<file path="src/rtl/imem_loader_pkg.sv">
// Shared constants for the boot-time instruction memory loader: state encoding,
// stream framing sizes and byte-lane geometry.
package imem_loader_pkg;

   localparam logic [2:0] ST_IDLE   = 3'd0;
   localparam logic [2:0] ST_LEN_HI = 3'd1;
   localparam logic [2:0] ST_LEN_LO = 3'd2;
   localparam logic [2:0] ST_DATA   = 3'd3;
   localparam logic [2:0] ST_WRITE  = 3'd4;
   localparam logic [2:0] ST_DONE   = 3'd5;
   localparam logic [2:0] ST_ERROR  = 3'd6;

   localparam int unsigned HDR_BYTES      = 2;
   localparam int unsigned BYTES_PER_WORD = 4;

   // Bytes arrive MSB first, so each new byte enters at the low lane and the
   // first byte of a word ends up in bits [31:24].
   localparam int unsigned BYTE_W        = 8;
   localparam int unsigned WORD_W        = 32;
   localparam logic [1:0]  LAST_BYTE_IDX = 2'd3;

endpackage

</file>
<file path="src/rtl/imem_loader_if.sv">
// Byte-stream input handshake plus the instruction-memory write port of the loader.
interface imem_loader_if;

   logic        byte_valid;
   logic [7:0]  byte_data;
   logic        byte_ready;
   logic        wr_en;
   logic [31:0] wr_addr;
   logic [31:0] wr_data;

   modport slave (
      input  byte_valid,
      input  byte_data,
      output byte_ready,
      output wr_en,
      output wr_addr,
      output wr_data
   );

   modport master (
      output byte_valid,
      output byte_data,
      input  byte_ready,
      input  wr_en,
      input  wr_addr,
      input  wr_data
   );

endinterface

</file>
<file path="src/rtl/imem_loader_word_assembler.sv">
// Packs four MSB-first stream bytes into one 32-bit instruction word.
module imem_loader_word_assembler
   import imem_loader_pkg::*;
(
   input  logic        clk,
   input  logic        reset,
   input  logic        shift_en,
   input  logic        clear,
   input  logic [7:0]  byte_in,
   output logic [31:0] word,
   output logic        word_complete
);

   logic [1:0] idx;

   assign word_complete = shift_en && (idx == LAST_BYTE_IDX);

   always_ff @(posedge clk or posedge reset) begin
      if (reset) begin
         word <= '0;
         idx  <= '0;
      end else if (clear) begin
         word <= '0;
         idx  <= '0;
      end else if (shift_en) begin
         word <= {word[WORD_W-BYTE_W-1:0], byte_in};
         idx  <= idx + 2'd1;
      end
   end

endmodule

</file>
<file path="src/rtl/imem_loader.sv">
// Boot loader: reads a length-prefixed byte stream, writes one instruction word per
// four bytes to sequential addresses, and holds the core in reset while loading.
module imem_loader
   import imem_loader_pkg::*;
#(
   parameter int unsigned MEM_WORDS = 1024,
   parameter logic [31:0] BASE_ADDR = 32'h0000_0000
) (
   input  logic         clk,
   input  logic         reset,
   input  logic         start,
   imem_loader_if.slave bus,
   output logic         cpu_hold,
   output logic         busy,
   output logic         done,
   output logic         error
);

   logic [2:0]  state;
   logic [2:0]  state_next;
   logic [15:0] count;
   logic [15:0] word_cnt;
   logic [15:0] word_cnt_inc;
   logic [31:0] addr;
   logic [31:0] hdr_words;
   logic [31:0] word;
   logic        xfer;
   logic        shift_en;
   logic        at_rest;
   logic        accept_start;
   logic        word_complete;

   // All handshake and status outputs decode from state alone.
   assign bus.byte_ready = (state == ST_LEN_HI) || (state == ST_LEN_LO) || (state == ST_DATA);
   assign bus.wr_en      = (state == ST_WRITE);
   assign bus.wr_addr    = addr;
   assign bus.wr_data    = word;

   assign busy     = (state == ST_LEN_HI) || (state == ST_LEN_LO) ||
                     (state == ST_DATA)   || (state == ST_WRITE);
   assign cpu_hold = busy;
   assign done     = (state == ST_DONE);
   assign error    = (state == ST_ERROR);

   assign xfer         = bus.byte_valid && bus.byte_ready;
   assign shift_en     = xfer && (state == ST_DATA);
   assign at_rest      = (state == ST_IDLE) || (state == ST_DONE) || (state == ST_ERROR);
   assign accept_start = start && at_rest;
   assign hdr_words    = {16'd0, count[15:8], bus.byte_data};
   assign word_cnt_inc = word_cnt + 16'd1;

   imem_loader_word_assembler u_asm (
      .clk           (clk),
      .reset         (reset),
      .shift_en      (shift_en),
      .clear         (accept_start),
      .byte_in       (bus.byte_data),
      .word          (word),
      .word_complete (word_complete)
   );

   always_comb begin
      state_next = state;
      case (state)
         ST_IDLE, ST_DONE, ST_ERROR: begin
            if (start) state_next = ST_LEN_HI;
         end
         ST_LEN_HI: begin
            if (xfer) state_next = ST_LEN_LO;
         end
         ST_LEN_LO: begin
            if (xfer) begin
               if (hdr_words == 32'd0)          state_next = ST_DONE;
               else if (hdr_words > MEM_WORDS)  state_next = ST_ERROR;
               else                             state_next = ST_DATA;
            end
         end
         ST_DATA: begin
            if (word_complete) state_next = ST_WRITE;
         end
         ST_WRITE: begin
            state_next = (word_cnt_inc == count) ? ST_DONE : ST_DATA;
         end
         default: state_next = ST_IDLE;
      endcase
   end

   always_ff @(posedge clk or posedge reset) begin
      if (reset) begin
         state    <= ST_IDLE;
         count    <= '0;
         word_cnt <= '0;
         addr     <= BASE_ADDR;
      end else begin
         state <= state_next;
         if (accept_start) begin
            word_cnt <= '0;
            addr     <= BASE_ADDR;
         end
         if (xfer && (state == ST_LEN_HI)) count[15:8] <= bus.byte_data;
         if (xfer && (state == ST_LEN_LO)) count[7:0]  <= bus.byte_data;
         // Address moves only after the write cycle so it is stable while wr_en is high.
         if (state == ST_WRITE) begin
            word_cnt <= word_cnt_inc;
            addr     <= addr + 32'(BYTES_PER_WORD);
         end
      end
   end

endmodule

</file>
<file path="src/flat_wrapper.sv">
// flat-port wrapper written by rule: the top's interface ports become plain ports
module imem_loader_flat import imem_loader_pkg::*;
#(
   parameter int unsigned MEM_WORDS = 1024,
   parameter logic [31:0] BASE_ADDR = 32'h0000_0000
)
  (clk, reset, start, cpu_hold, busy, done, error, bus_byte_valid, bus_byte_data, bus_byte_ready, bus_wr_en, bus_wr_addr, bus_wr_data);
  imem_loader_if bus_i ();
  input  logic clk;
  input  logic reset;
  input  logic start;
  output logic cpu_hold;
  output logic busy;
  output logic done;
  output logic error;
  input wire logic [$bits(bus_i.byte_valid)-1:0] bus_byte_valid;
  input wire logic [$bits(bus_i.byte_data)-1:0] bus_byte_data;
  output wire logic [$bits(bus_i.byte_ready)-1:0] bus_byte_ready;
  output wire logic [$bits(bus_i.wr_en)-1:0] bus_wr_en;
  output wire logic [$bits(bus_i.wr_addr)-1:0] bus_wr_addr;
  output wire logic [$bits(bus_i.wr_data)-1:0] bus_wr_data;
  assign bus_i.byte_valid = bus_byte_valid;
  assign bus_i.byte_data = bus_byte_data;
  assign bus_byte_ready = bus_i.byte_ready;
  assign bus_wr_en = bus_i.wr_en;
  assign bus_wr_addr = bus_i.wr_addr;
  assign bus_wr_data = bus_i.wr_data;
  imem_loader #(.MEM_WORDS(MEM_WORDS), .BASE_ADDR(BASE_ADDR)) u_core (.clk(clk), .reset(reset), .start(start), .bus(bus_i), .cpu_hold(cpu_hold), .busy(busy), .done(done), .error(error));
endmodule
</file>
<file path="config.mk">
export PLATFORM = sky130hd
export DESIGN_NAME = imem_loader_flat
export DESIGN_NICKNAME = d
export VERILOG_FILES = /design/src/rtl/imem_loader_pkg.sv /design/src/rtl/imem_loader_if.sv /design/src/rtl/imem_loader_word_assembler.sv /design/src/rtl/imem_loader.sv /design/src/flat_wrapper.sv
export SDC_FILE = /design/constraint.sdc
export NUM_CORES = 1
export LEC_CHECK = 0
export ABC_CLOCK_PERIOD_IN_PS = 5800
export BUFFER_PORTS_ARGS = -buffer_cell sky130_fd_sc_hd__clkbuf_2
export CAP_MARGIN = 20
export CORE_UTILIZATION = 50
export DETAILED_ROUTE_END_ITERATION = 10
export HOLD_SLACK_MARGIN = 0.12
export PLACE_DENSITY = 0.71
export SLEW_MARGIN = 5
export SYNTH_ARGS = -nofsm -noshare
export SYNTH_HDL_FRONTEND = slang
export SYNTH_SLANG_ARGS = --single-unit
</file>
<file path="constraint.sdc">
create_clock -name clk -period 5.8 [get_ports clk]
set_input_delay 0.87 -clock clk [delete_from_list [all_inputs] [get_ports clk]]
set_output_delay 0.87 -clock clk [all_outputs]
set_load 0.03 [all_outputs]
</file>
* Word level (Yosys, flattened, before mapping)
Index checks and enable logic that the tools add are counted.
** Cells by class
- Add/sub/neg operators :: 3
- Order comparisons :: 1
- Equality and inequality tests :: 12
- Mux-type cells :: 16
- Reduce and logical (&&, ||, !) cells :: 17
** Operators by type and width (count)
- $mux W32 :: 4
- $add A32 B3 Y32 const B :: 1
- $logic_not A32 Y1 :: 1
- $mux W16 :: 2
- $mux W3 :: 7
- $add A16 B1 Y16 const B :: 1
- $eq A16 B16 Y1 :: 1
- $gt A16 B11 Y1 const B :: 1
- $pmux W3 S5 :: 1
- $eq A3 B3 Y1 const B :: 3
- $eq A3 B2 Y1 const B :: 2
- $logic_and A1 B1 Y1 :: 6
- $logic_or A1 B1 Y1 :: 5
- $mux W2 :: 2
- $ne A2 B1 Y1 const B :: 2
- $ne A2 B2 Y1 const B :: 2
- $reduce_and A4 Y1 :: 1
- $reduce_bool A2 Y1 :: 2
- $eq A3 B1 Y1 const B :: 1
- $logic_not A3 Y1 :: 1
- $reduce_or A3 Y1 :: 1
- $add A2 B1 Y2 const B :: 1
- $eq A2 B2 Y1 const B :: 1
** Storage, ports and cells
- Input port bits :: 12
- Register bits after elaboration :: 101
- Output and inout bits :: 70
- Logic and storage cells :: 56

* Logic depth before layout (Yosys ltp)
Gate-level depths: netlist of the first run.
- Word-level depth :: 8
- Depth in mapped cells :: 10
- Depth with buffers taken out :: 7

* Cells and area by module
A second synthesis of the first run with hierarchy kept.
** Unflattened totals
- Cell total of the unflattened synthesis :: 502
- Area total of the unflattened synthesis :: 5076.1 um^2
** Modules (own cells, without submodules)
- imem_loader :: sequential area each 1626.6 um^2, area an instance 3644.7 um^2, instances 1, cells an instance 389
- imem_loader_word_assembler :: sequential area each 850.8 um^2, area an instance 1431.4 um^2, instances 1, cells an instance 113

* Worst setup path after synthesis of the first run
Ideal clock, no wire load.
- Kind :: register to output
- From :: register u_core.state[1]
- To :: output port cpu_hold
- Path buffers :: 3
- Setup slack :: 3.289 ns
- Arrival :: 1.641 ns
- Cell stages (with the launch flop) :: 6
- Cell sequence :: dfrtp_1 -> buf_2 -> clkbuf_1 -> nor2_1 -> xnor2_1 -> buf_4
** On the way
- Cells in the longest elaborated chain, start to end :: 4
** RTL lines
- from (decl) :: RTL line imem_loader.sv:19 : logic [2:0] state;
- from (signal assigned) :: RTL line imem_loader.sv:95 : state <= state_next;
- $eq A3 B1 Y1 / $eq A3 B2 Y1 (equally long branches) :: RTL line imem_loader.sv:39 : assign busy = (state == ST_LEN_HI) || (state == ST_LEN_LO) ||
- $logic_or A1 B1 Y1 (2 in a row) :: RTL line imem_loader.sv:39
- $logic_or A1 B1 Y1 * :: RTL line imem_loader.sv:40 : (state == ST_DATA) || (state == ST_WRITE);
- to (decl) :: RTL line flat_wrapper.sv:12 : output logic cpu_hold;
Mark *: on every way between the ends. The rest lies on a longest branch, timed or not.

* Final worst setup path of the first run
- From :: register u_core.state[1]
- To :: output port bus_wr_en
** On the way
- Cells in the longest elaborated chain, start to end :: 1
** RTL lines
- $eq A3 B3 Y1 :: RTL line imem_loader.sv:35 : assign bus.wr_en = (state == ST_WRITE);
- to (decl) :: RTL line flat_wrapper.sv:19 : output wire logic [$bits(bus_i.wr_en)-1:0] bus_wr_en;
Every way passes these cells.

==> metrics.cfg, run 1 <==
[status]
status=finished, final reports clean

[clock_tree]
htree_num_levels=3
clk_latency_ps=380
cts_buffers=9
clock_sinks=99
post-cts-setup-buffer-count=0
cts-root-buf=clkbuf_8
cts_resized=0
path_clk_slew_ps=100
cts_tree=built
clock_path_buffers=2
postCtsHoldBufs=0

[worst_setup_path]
worstPathMaxFanout=27
r2r_start=u_core.state[1]
endpoint_kind=primary output
cp.arrival_ps=2470
critPathRequiredTime_ps=4930
crit_start=u_core.state[1]
worstSetupPathType=reg -> out
critPathLaunchType=register

[place]
place_hpwl_um=7797
gp_congestion=0.9125
io_buffers=79
placedInstanceArea_um2=5529

[yosys]
synth.distinct_cells=54
synth_edf_count=0
async_flop_share_pct=100.0
synth_top_area_cell=dfrtp_1
synth_area_um2=5079
syn_inst=554
synth-seq-cells=99
synthFlopType=dfrtp_1
syn_avg_cell_area_um2=9.167
netlist.area_leader.share_pct=48.78
yosysWarnings=0
synthTopCellsByArea=dfrtp_1, nand2_1, xnor2_1, a21oi_1, o21ai_0
synth_seq_area_share_pct=48.78

[floorplan]
die_h_um=102.8
coreArea_um2=9819
fp.dieArea_um2=10560
initial_core_util_pct=51.72
rows=36
io_pins=82
chipWidth_um=102.8

[route]
num_vias=4193
viasPerCell=5.576
routed_wirelength_um=11220
ant_nets=0
drcViolationCount=0
firstDrtPassIters=4
drt-initial-drc-count=197
detail_route.wl_per_cell_um=14.92

[cells_and_area]
regArea_um2=2477
fin_nets=629
syn_to_final_growth_pct=12.76
drive_above_1_share_pct=19.87
nFillCells=911
diodes=0
multi_input_area_um2=2365
final_area_um2=5727
final_common_cell=nand2_1
final_cell_mix=nand2_1, dfrtp_1, clkbuf_2, a21oi_1, o21ai_0

[power]
seqPwrFrac_pct=42.4
p_int_mw=1.321
netSwitchingPower_mw=0.9358
cellPowerDensity_nw_per_um2=394.0
p_leak_nw=2.625
ir_worst_vdd_v=0.0002617
netSwitchingFraction_pct=41.47
p_comb_share_pct=37.2
power_frac_clock_pct=20.4

[run]
maxCapViolations=0

[timing]
slew_viol_final=0
fin_crit_sh_pct=57.52
slew_headroom_pct=34.07
min_period_ps=3336
tightest_slew_ps=988.9
setup_viol_count_final=0
fin_skew_ps=6.198
max_freq_mhz=299.8
hold_viol_final=0
rsz0062_at_grt=false
hold_slack_ps=479.9
finalSetupTns_ps=0

[global_route]
grt_overflow=0
grt_pass1_wl_um=18210
track_usage_pct=22.19
grt_antenna_before_repair=0
grt_max_degree=57
grt_pass1_vias=3707

[hold_path]
min_path_type=reg -> reg
min_from=u_core.bus.wr_addr[31]

synth_stat cells (12+ instances only):
library cell and instances:
clkbuf_1 22, o21ai_0 35, inv_1 15, xnor2_1 22
nand2_1 114, o31ai_1 13, dfrtp_1 99, mux2i_1 15
and3_1 12, mux2_2 14, nand3_1 21, a21oi_1 38
nor2_1 29
final timing paths:
check / end / cells past startpoint / slack, ps
max in group asynchronous: u_core.state[0] / 3 / 4160
min in group asynchronous: u_core.bus.wr_addr[29] / 2 / 530
max reg2reg: u_core.word_cnt[9] / 5 / 2670
min reg2reg: u_core.bus.wr_addr[31] / 1 / 480
max: bus_wr_en / 3 / 2460
min: u_core.bus.wr_addr[31] / 1 / 480
area by class of cell:
class                           count  share of cell area (%)
Clock buffer                        9                   2.163
Clock inverter                      7                   1.289
Inverter                           16                   1.180
Multi-Input combinational cell    404                   41.29
Sequential cell                    99                   43.26
Tap cell                          133                   2.906
Timing Repair Buffer               84                   7.909
layer usage:
metal	vias to the layer above	GRT usage [%]	share of wire (%)
met2	100	35.85	49
li1	2035	-	-
met3	11	4.475	4.5
met1	2047	30.64	46
met5	-	0	0
met4	0	5.850	1.0
per-stage QoR:
stage	utilization (%)	worst slack, ps	power, mW	instances
floorplan	-	2340	1.608	555
global placement	56.03	2832	1.780	735
detailed placement	56.31	2795	1.809	736
CTS	58.32	2498	2.269	752
global route	58.32	2337	2.399	752
finish	58.32	2464	2.256	752
registers in the layout (all words and copies together) (netlist names):
register / flops
u_core.count: 16
u_core.u_asm.word: 32
u_core.state: 3
u_core.u_asm.idx: 2
u_core.bus.wr_addr: 30
u_core.word_cnt: 16
worst max-delay path, cell delays in order, from the launching register on:
cell	delay, ps
dfrtp_1	610
or3b_1	840
clkinv_4	360
clkbuf_2	280
power groups by stage:
stage / sequential [mW] / combinational (mW) / clock (mW)
final: 0.958 / 0.839 / 0.459
after global routing: 0.979 / 0.927 / 0.494
after CTS: 0.957 / 0.843 / 0.469
after detailed placement: 0.971 / 0.838 / 0
after global placement: 0.965 / 0.815 / 0
after floorplan: 1.01 / 0.601 / 0
kinds of logic (layout without fill, tap and decap cells):
| family | Yosys count | in the layout | synth area share [%] |
|---|---|---|---|
| simple gates | 229 | 229 | 21.24 |
| compound gates | 112 | 112 | 13.33 |
| flops | 99 | 99 | 48.78 |
| buf+inv | 52 | 116 | 4.779 |
| xor+xnor | 29 | 29 | 5.001 |
| mux | 29 | 29 | 6.061 |
| fa+ha+maj | 3 | 3 | 0.7392 |
| other cells | 1 | 2 | 0.07384 |
No activity file was read; power rests on OpenSTA's default activity.
==> run 2, diff against run 1 <==
- ABC_CLOCK_PERIOD_IN_PS: 5800 -> 3000
- PLACE_DENSITY: 0.71 -> 0.74
- clock period: 5.8 -> 3 ns (I/O delays scaled with it)
==> metrics.cfg, run 2 (same netlist as run 1, synthesis figures left out) <==
[status]
status=finished, final reports clean

[worst_setup_path]
cp.arrival_ps=2120  ; -350 ps
critPathRequiredTime_ps=2550  ; -2380 ps
worstPathMaxFanout=18  ; -33%
critPathLaunchType=register
endpoint_kind=primary output
worstSetupPathType=reg -> out

[cells_and_area]
final_cell_mix=nand2_1, dfrtp_1, clkbuf_2, a21oi_1, o21ai_0
largest_register_ffs=32  ; unchanged
syn_to_final_growth_pct=13.25
fin_nets=633  ; +0.64%
final_area_um2=5752  ; +0.44%
nFillCells=896  ; -1.6%
final_common_cell=nand2_1
diodes=0  ; unchanged
regMostFlops=u_core.u_asm.word
drive_above_1_share_pct=20.22  ; +0.35 points

[clock_tree]
cts_resized=0  ; unchanged
clock_path_buffers=2  ; unchanged
post-cts-setup-buffer-count=0  ; unchanged
htree_num_levels=3  ; unchanged
cts-root-buf=clkbuf_8
path_clk_slew_ps=110  ; about the same
cts_buffers=9  ; unchanged
postCtsHoldBufs=1  ; +1
cts_tree=built
clock_sinks=99  ; unchanged
clk_latency_ps=380  ; about the same

[place]
place_hpwl_um=7999  ; +2.6%
io_buffers=79  ; unchanged
placedInstanceArea_um2=5545  ; +0.29%
gp_congestion=0.9818  ; +7.6%
pre_cts_slack_ps=549.0  ; -2246 ps

[global_route]
grt_antenna_before_repair=0  ; unchanged
grt_max_degree=81  ; +42%
track_usage_pct=22.31  ; +0.12 points
grt_overflow=0  ; unchanged
grt_pass1_wl_um=18420  ; +1.2%
grt_pass1_vias=3826  ; +3.2%

[power]
power_frac_clock_pct=19.7  ; -0.7 points
p_int_mw=2.493  ; +89%
ir_worst_vdd_v=0.0004627  ; +77%
netSwitchingFraction_pct=42.70  ; +1.2 points
seqPwrFrac_pct=42.7  ; +0.3 points
p_leak_nw=2.634  ; +0.32%
p_comb_share_pct=37.7  ; +0.5 points
netSwitchingPower_mw=1.857  ; +98%
cellPowerDensity_nw_per_um2=756.3  ; +92%

[route]
num_vias=4262  ; +1.6%
firstDrtPassIters=5  ; +1
drt-initial-drc-count=216  ; +9.6%
ant_nets=0  ; unchanged
detail_route.wl_per_cell_um=15.10  ; +1.2%
drcViolationCount=0  ; unchanged
routed_wirelength_um=11410  ; +1.7%
viasPerCell=5.638  ; +1.1%

[run]
maxCapViolations=0  ; unchanged

[floorplan]
io_pins=82  ; unchanged
initial_core_util_pct=51.72  ; unchanged
coreArea_um2=9819  ; unchanged
die_h_um=102.8  ; unchanged
fp.dieArea_um2=10560  ; unchanged
chipWidth_um=102.8  ; unchanged
rows=36  ; unchanged

[timing]
slew_viol_final=0  ; unchanged
hold_viol_final=0  ; unchanged
rsz0062_at_grt=false
max_freq_mhz=389.3
finalSetupTns_ps=0  ; unchanged
fin_ws_ps=431.0  ; -2033 ps
fin_crit_sh_pct=85.63
setup_viol_count_final=0  ; unchanged
fin_skew_ps=13.21  ; +7.008 ps
min_period_ps=2569
tightest_slew_ps=946.9  ; -41.98 ps
slew_headroom_pct=36.64  ; +2.6 points

[hold_path]
min_path_type=in -> reg

[run 2: metrics by stage]
step	hold WS, ps	power [mW]	utilization, %	cells
global placement	465.6	3.463	56.47	739
floorplan	497.9	3.109	-	555
detailed placement	477.2	3.518	56.47	739
finish	319.3	4.350	58.58	756
global route	313.0	4.610	58.58	756
CTS	306.6	4.372	58.58	756
[run 2: path summary, 6_finish.rpt]
check                                        from  cells after the start                      to  slack, ps
max                               u_core.state[2]                      5               bus_wr_en        430
min                              bus_byte_data[7]                      3    u_core.u_asm.word[7]        320
max reg2reg                       u_core.state[1]                      7      u_core.word_cnt[2]        520
min reg2reg                u_core.bus.wr_addr[31]                      1  u_core.bus.wr_addr[31]        490
max in group asynchronous                   reset                      4    u_core.u_asm.word[3]       1630
min in group asynchronous                   reset                      3  u_core.bus.wr_addr[20]        630
[run 2: critical path, cell delays in order (launching register included)]
cell and delay, ps:
dfrtp_1 580, or3b_1 440, buf_4 210, clkinv_4 60
buf_4 210, clkbuf_2 240
[run 2: layout make-up]
class	count	area, µm²	area share, %
Multi-Input combinational cell	404	2365	41.11
Tap cell	133	166.4	2.893
Timing Repair Buffer	88	478.0	8.310
Sequential cell	99	2477	43.07
Clock inverter	7	72.57	1.262
Clock buffer	9	123.9	2.154
Inverter	16	68.82	1.196
[run 2: power groups by stage]
| stage | Sequential (mW) | Combinational [mW] | Clock [mW] |
|---|---|---|---|
| after floorplan | 1.95 | 1.16 | 0 |
| after detailed placement | 1.88 | 1.63 | 0 |
| after global placement | 1.86 | 1.60 | 0 |
| after CTS | 1.85 | 1.64 | 0.873 |
| after global routing | 1.90 | 1.79 | 0.922 |
| final | 1.86 | 1.64 | 0.855 |
[run 2: routing by layer]
layer / track usage (%) / vias up / routed length [µm]
li1: - / 2050 / -
met1: 29.72 / 2055 / 5111
met2: 36.10 / 137 / 5560
met3: 5.559 / 20 / 545
met4: 6.717 / 0 / 196
met5: 0 / - / 0
